===== src/rtl/varredura_matriz.sv =====
// Column-scan driver for the 7x5 LED matrix: double-buffers the five column
// patterns at frame boundaries and blanks the outputs at the start of each slot.
module varredura_matriz #(
  parameter int DIV_CICLOS   = 50000,
  parameter int BLANK_CICLOS = 500
) (
  input  logic       clk,
  input  logic       reset_n,
  input  logic       en,
  input  logic [6:0] coluna1,
  input  logic [6:0] coluna2,
  input  logic [6:0] coluna3,
  input  logic [6:0] coluna4,
  input  logic [6:0] coluna5,
  output logic [6:0] linhas,
  output logic [4:0] colunas,
  output logic       frame_tick
);

  localparam logic [15:0] CNT_MAX   = 16'(DIV_CICLOS - 1);
  localparam logic [15:0] CNT_BLANK = 16'(BLANK_CICLOS);
  localparam logic [6:0]  DARK      = 7'b1111111;
  localparam logic [2:0]  IDX_LAST  = 3'd4;

  logic [15:0] r_cnt;
  logic [2:0]  r_idx;
  logic [6:0]  r_sombra [0:4];
  logic [6:0]  r_linhas;
  logic [4:0]  r_colunas;
  logic        r_frame_tick;

  logic [15:0] w_cnt_nxt;
  logic [2:0]  w_idx_nxt;
  logic        w_ultimo;
  logic        w_latch;
  logic [6:0]  w_sombra_sel;
  logic [6:0]  w_linhas_nxt;
  logic [4:0]  w_colunas_nxt;

  function automatic logic [4:0] onehot_col(input logic [2:0] idx);
    logic [4:0] sel;
    case (idx)
      3'd0:    sel = 5'b00001;
      3'd1:    sel = 5'b00010;
      3'd2:    sel = 5'b00100;
      3'd3:    sel = 5'b01000;
      3'd4:    sel = 5'b10000;
      default: sel = 5'b00000;
    endcase
    return sel;
  endfunction

  // Slot counter / column index sequencing and frame-latch decode
  always_comb begin
    w_cnt_nxt = 16'd0;
    w_idx_nxt = 3'd0;
    w_ultimo  = (r_cnt >= CNT_MAX);
    w_latch   = en && w_ultimo && (r_idx == IDX_LAST);
    if (!en) begin
      w_cnt_nxt = 16'd0;
      w_idx_nxt = 3'd0;
    end else if (r_idx > IDX_LAST) begin
      w_cnt_nxt = 16'd0;
      w_idx_nxt = 3'd0;
    end else if (w_ultimo) begin
      w_cnt_nxt = 16'd0;
      if (r_idx == IDX_LAST) begin
        w_idx_nxt = 3'd0;
      end else begin
        w_idx_nxt = r_idx + 3'd1;
      end
    end else begin
      w_cnt_nxt = r_cnt + 16'd1;
      w_idx_nxt = r_idx;
    end
  end

  // Shadow pattern for the current column; out-of-range index shows dark
  always_comb begin
    w_sombra_sel = DARK;
    case (r_idx)
      3'd0:    w_sombra_sel = r_sombra[0];
      3'd1:    w_sombra_sel = r_sombra[1];
      3'd2:    w_sombra_sel = r_sombra[2];
      3'd3:    w_sombra_sel = r_sombra[3];
      3'd4:    w_sombra_sel = r_sombra[4];
      default: w_sombra_sel = DARK;
    endcase
  end

  // Next output values: blank phase at slot start, otherwise drive the column
  always_comb begin
    w_linhas_nxt  = DARK;
    w_colunas_nxt = 5'b00000;
    if (!en || (r_cnt < CNT_BLANK)) begin
      w_linhas_nxt  = DARK;
      w_colunas_nxt = 5'b00000;
    end else begin
      w_linhas_nxt  = w_sombra_sel;
      w_colunas_nxt = onehot_col(r_idx);
    end
  end

  // State, shadow buffer and registered outputs
  always_ff @(posedge clk or negedge reset_n) begin
    if (!reset_n) begin
      r_cnt        <= 16'd0;
      r_idx        <= 3'd0;
      r_linhas     <= DARK;
      r_colunas    <= 5'b00000;
      r_frame_tick <= 1'b0;
      for (int i = 0; i < 5; i++) begin
        r_sombra[i] <= DARK;
      end
    end else begin
      r_cnt        <= w_cnt_nxt;
      r_idx        <= w_idx_nxt;
      r_linhas     <= w_linhas_nxt;
      r_colunas    <= w_colunas_nxt;
      r_frame_tick <= w_latch;
      // While disabled the shadow tracks the inputs so a restart shows them at once
      if (!en || w_latch) begin
        r_sombra[0] <= coluna1;
        r_sombra[1] <= coluna2;
        r_sombra[2] <= coluna3;
        r_sombra[3] <= coluna4;
        r_sombra[4] <= coluna5;
      end else begin
        for (int i = 0; i < 5; i++) begin
          r_sombra[i] <= r_sombra[i];
        end
      end
    end
  end

  assign linhas     = r_linhas;
  assign colunas    = r_colunas;
  assign frame_tick = r_frame_tick;

endmodule


===== config.mk =====
export PLATFORM = sky130hd
export DESIGN_NAME = varredura_matriz
export DESIGN_NICKNAME = d
export VERILOG_FILES = /design/src/rtl/varredura_matriz.sv
export SDC_FILE = /design/constraint.sdc
export NUM_CORES = 1
export LEC_CHECK = 0
export ABC_AREA = 1
export BUFFER_PORTS_ARGS = -buffer_cell sky130_fd_sc_hd__buf_4
export CAP_MARGIN = 20
export CORE_UTILIZATION = 35
export CTS_CLUSTER_SIZE = 10
export DETAILED_ROUTE_END_ITERATION = 6
export HOLD_SLACK_MARGIN = 0.08
export PLACE_DENSITY = 0.61
export SYNTH_ARGS = -nofsm -noshare
export SYNTH_HDL_FRONTEND = slang
export SYNTH_SLANG_ARGS = --single-unit

===== constraint.sdc =====
create_clock -name clk -period 2.26 [get_ports clk]
set_input_delay 0.226 -clock clk [delete_from_list [all_inputs] [get_ports clk]]
set_output_delay 0.226 -clock clk [all_outputs]
set_load 0.005 [all_outputs]

==> key figures <==
Setup path
  • Startpoint type of the worst setup path: flip-flop
  • Worst Path Required: 2.53 ns
  • Cell family contributing the most delay on the critical path: adder cells
  • Arrival time reported for the critical path endpoint: ~2.1 ns
  • Cell type of the slowest stage on the worst timing path: sky130_fd_sc_hd__dfrtp_1
  • Crit path buffers/inverters: 2
  • Max incr delay on CP: 0.43 ns
  • Ordered list of cells on the worst path: ha_1, ha_1, inv_1, nand4_1, inv_1, nor3_1, nand2_1
  • Highest fanout seen on the critical path: 8
  • Critical setup path kind: flip-flop to flip-flop
  • Category of the worst setup path capture point: flip-flop
  • Slack of the worst reg-to-reg path: 0.44 ns

Finish
  • Ant. Diodes: 0
  • Number of cells in the finished layout apart from fillers: 551
  • Layout cells sized above 1: 30.47%
  • Number of filler cells placed in the layout: about 860
  • Area overhead of the layout relative to synthesis: 28.39%
  • Final-stage net count: between 400 and 500
  • Final Core Density: 46.59%

STA
  • # setup viols final: 0
  • Worst-margin pin slew: 0.8281 ns
  • Worst-case headroom to the max-slew limit: 44.80%
  • Timing-limited maximum frequency: 0.5492 GHz
  • Final period utilization: 80.57%
  • Post-route clock skew: about 0.012 ns
  • Final slew viol count: 0
  • Post-route minimum period: 1.821 ns
  • Final Worst Setup Slack: 0.4390 ns
  • Sum of negative setup slack: 0 ns
  • Count of final hold-check violations: 0
  • RSZ-0062 raised after global routing: false

Power and ir drop
  • PD cells: 650.2 mW/mm^2
  • Maximum vdd ir drop: 0.2654 mV
  • Sequential share of power: 50.6%
  • Net switching power figure: 606.0 uW
  • Clk network pwr share: 40.9%
  • Leak: 0.001957 uW
  • Proportion of power drawn by combinational gates: 8.5%
  • Internal portion of total power: 2036 uW
  • Switching power as a share of total power: a little under a quarter

Logic synthesis
  • Mean post-synth cell area: 8.741 sq um
  • Library cell with the largest summed area after synthesis: sky130_fd_sc_hd__dfstp_2
  • Number of distinct library cell variants in the gate-level netlist after synthesis: 31
  • Post-synth design cell area: 0.003164 sq mm
  • Main area contributors after synthesis: sky130_fd_sc_hd__dfstp_2 35%, sky130_fd_sc_hd__dfrtp_1 20%, sky130_fd_sc_hd__nand2_1 19%
  • Synthesized-area fraction occupied by adder cells: 2.372%
  • Main combinational cell family by area after synthesis: simple AND/OR/NAND/NOR gates
  • Yosys warnings: 0
  • Synth Net Count: 406
  • Seq/Total Area, Yosys: a little over half
  • Share of Yosys cell area claimed by the top area cell type: 34.88%
  • Post-synthesis xor/xnor area fraction: 2.491%
  • Proportion of synthesized area in mux cells: 0%
  • Complex-gate fraction of the synthesized area: 3.559%
  • Simple logic cell fraction of the synthesized area: 31.75%
  • Cell count after synthesis: 362
  • Flip-flop and latch count after synthesis: 67

Routing
  • Pre-antenna DRT Iters: 4
  • Post-detailed-routing wire length: 6921 microns
  • Per-cell via count in the routed design: 4.657
  • Count of vias placed by the detailed router: 2566
  • Post-route ant nets: 0
  • Detailed router's first-iteration violation count: 136
  • Post-route DRC violation count: 0
  • Wire length per cell: 12.56 microns

Placed design
  • Worst setup timing slack at the placement stage: 0.4572 ns
  • HPWL Detailed: roughly 4700 microns
  • IO buf count: 50
  • Cell count after placement: 511
  • Routability Congestion: 0.7507

Clock network
  • CTS hold repair buffers: 24
  • Clock sink count: 67
  • # Post-CTS Setup Buffers: 0
  • Clk pin slew, worst setup/hold paths: 0.08 ns
  • Clock Latency Late Sink: roughly 0.34 ns
  • Depth of the CTS H-tree: 3
  • CTS tree: yes
  • Resize count post-CTS: 0
  • Clock buffer count from CTS: 9
  • Longest Clk Path Bufs: 2
  • Clk root buf: sky130_fd_sc_hd__clkbuf_8

Floorplanning
  • Die height: approximately 97 microns
  • Initial standard-cell utilization of the core: a little over a third
  • Die boundary width: 97.09 microns
  • Core Region: 0.008721 sq mm
  • Area of the die: 0.009426 sq mm
  • I/O Pins: 51
  • # rows: 34

GRT
  • GRT overflow: 0
  • Vias in the first global route: 2541
  • Pin count of the biggest net entering global routing: 68
  • Global-route wire length before repair: 11830 microns
  • Total global-route track usage: 15.83%
  • Number of antenna violations at the first check in global routing: 0

Worst hold path
  • Worst Hold Class: input pin to flip-flop

Status
  • Status: completed

Flow run
  • Maxcap violations: 0
## layer usage
| metal | GRT usage (%) | part of all wire, % |
|---|---|---|
| met2 | 24.49 | 46 |
| met3 | 3.165 | 4.6 |
| met4 | 5.511 | 1.3 |
| met1 | 22.14 | 48 |
| met5 | 0 | 0 |
## cells in the final DEF (no fill, tap or decap), types with 3 or more instances in the layout
| cell type | synthesis | final |
|---|---|---|
| sky130_fd_sc_hd__nor3_1 | 7 | 7 |
| sky130_fd_sc_hd__nand4_1 | 9 | 9 |
| sky130_fd_sc_hd__xor2_1 | 7 | 7 |
| sky130_fd_sc_hd__nor2_2 | 13 | 13 |
| sky130_fd_sc_hd__nand3_2 | 3 | 3 |
| sky130_fd_sc_hd__nor2_1 | 24 | 24 |
| sky130_fd_sc_hd__nand2_1 | 158 | 158 |
| sky130_fd_sc_hd__inv_2 | 3 | 3 |
| sky130_fd_sc_hd__dfstp_2 | 42 | 42 |
| sky130_fd_sc_hd__ha_1 | 6 | 6 |
| sky130_fd_sc_hd__dlygate4sd3_1 | 0 | 24 |
| sky130_fd_sc_hd__buf_4 | 1 | 51 |
| sky130_fd_sc_hd__nand3_1 | 12 | 12 |
| sky130_fd_sc_hd__clkbuf_8 | 0 | 9 |
| sky130_fd_sc_hd__o21ai_0 | 3 | 3 |
| sky130_fd_sc_hd__dfrtp_1 | 25 | 25 |
| sky130_fd_sc_hd__a22o_1 | 6 | 6 |
| sky130_fd_sc_hd__inv_1 | 19 | 19 |
## registers in the layout, summed over array words and instances (netlist names)
signal	flops
r_sombra	35
r_cnt	16
linhas	7
colunas	5
r_idx	3
frame_tick	1
## power by group through the flow
stage               clock, uW  sequential [uW]  combinational (uW)
floorplan                   0             1350                 109
global placement            0             1350                 190
detailed placement          0             1360                 195
CTS                      1120             1340                 229
global route             1160             1350                 255
finish                   1080             1340                 225
## kinds of logic after synthesis
group,after synthesis
fa+ha+maj,6
compound gates,14
xor+xnor,9
simple gates,233
buf+inv,33
flops,67
## synthesized netlist by cell type (all sizes together)
| master | count |
|---|---|
| o21bai | 1 |
| nor4 | 1 |
| buf | 9 |
| a22o | 6 |
| o21ai | 3 |
| clkbuf | 1 |
| nor2 | 37 |
| dfrtp | 25 |
| xnor2 | 2 |
| nand4 | 9 |
| nand3 | 15 |
| a21oi | 2 |
| inv | 22 |
| ha | 6 |
| a31o | 1 |
| o211ai | 1 |
| dfstp | 42 |
| clkinv | 1 |
| nand3b | 1 |
| xor2 | 7 |
| nor3 | 8 |
| nand2 | 162 |
## final cells by class
class	count	area, sq um	share of cell area (%)
flip-flops and latches	67	1729	42.56
multi-input cells	262	1271	31.29
repair buffers	75	623.1	15.34
well taps	108	135.1	3.326
clock buffers	10	127.6	3.141
clock inverters	6	88.84	2.187
inverters	23	87.58	2.156
## worst reg2reg max path: stages (launching register included)
cell and delay [ns]:
sky130_fd_sc_hd__dfrtp_1 0.43, sky130_fd_sc_hd__ha_1 0.18, sky130_fd_sc_hd__ha_1 0.38, sky130_fd_sc_hd__inv_1 0.12, sky130_fd_sc_hd__nand4_1 0.13, sky130_fd_sc_hd__inv_1 0.14, sky130_fd_sc_hd__nor3_1 0.27, sky130_fd_sc_hd__nand2_1 0.09
## final timing paths
path / from / endpoint / depth (start not counted)
max: r_idx[0] / linhas[6] / 7
min: coluna4[5] / r_sombra[12] / 3
max reg2reg: r_idx[0] / linhas[6] / 7
min reg2reg: r_sombra[5] / r_sombra[5] / 2
max in group asynchronous: reset_n / r_idx[1] / 2
min in group asynchronous: reset_n / r_idx[2] / 2
## stage by stage
stage | hold slack, ns | area (sq um) | total power (uW)
global placement | 0.3737 | 3606 | 1544
finish | 0.09696 | 4063 | 2642
detailed placement | 0.3799 | 3606 | 1551
global route | 0.09204 | 4063 | 2764
CTS | 0.08003 | 4063 | 2681
floorplan | -0.06959 | 3164 | 1455
Power figures use the tool's default switching activity.
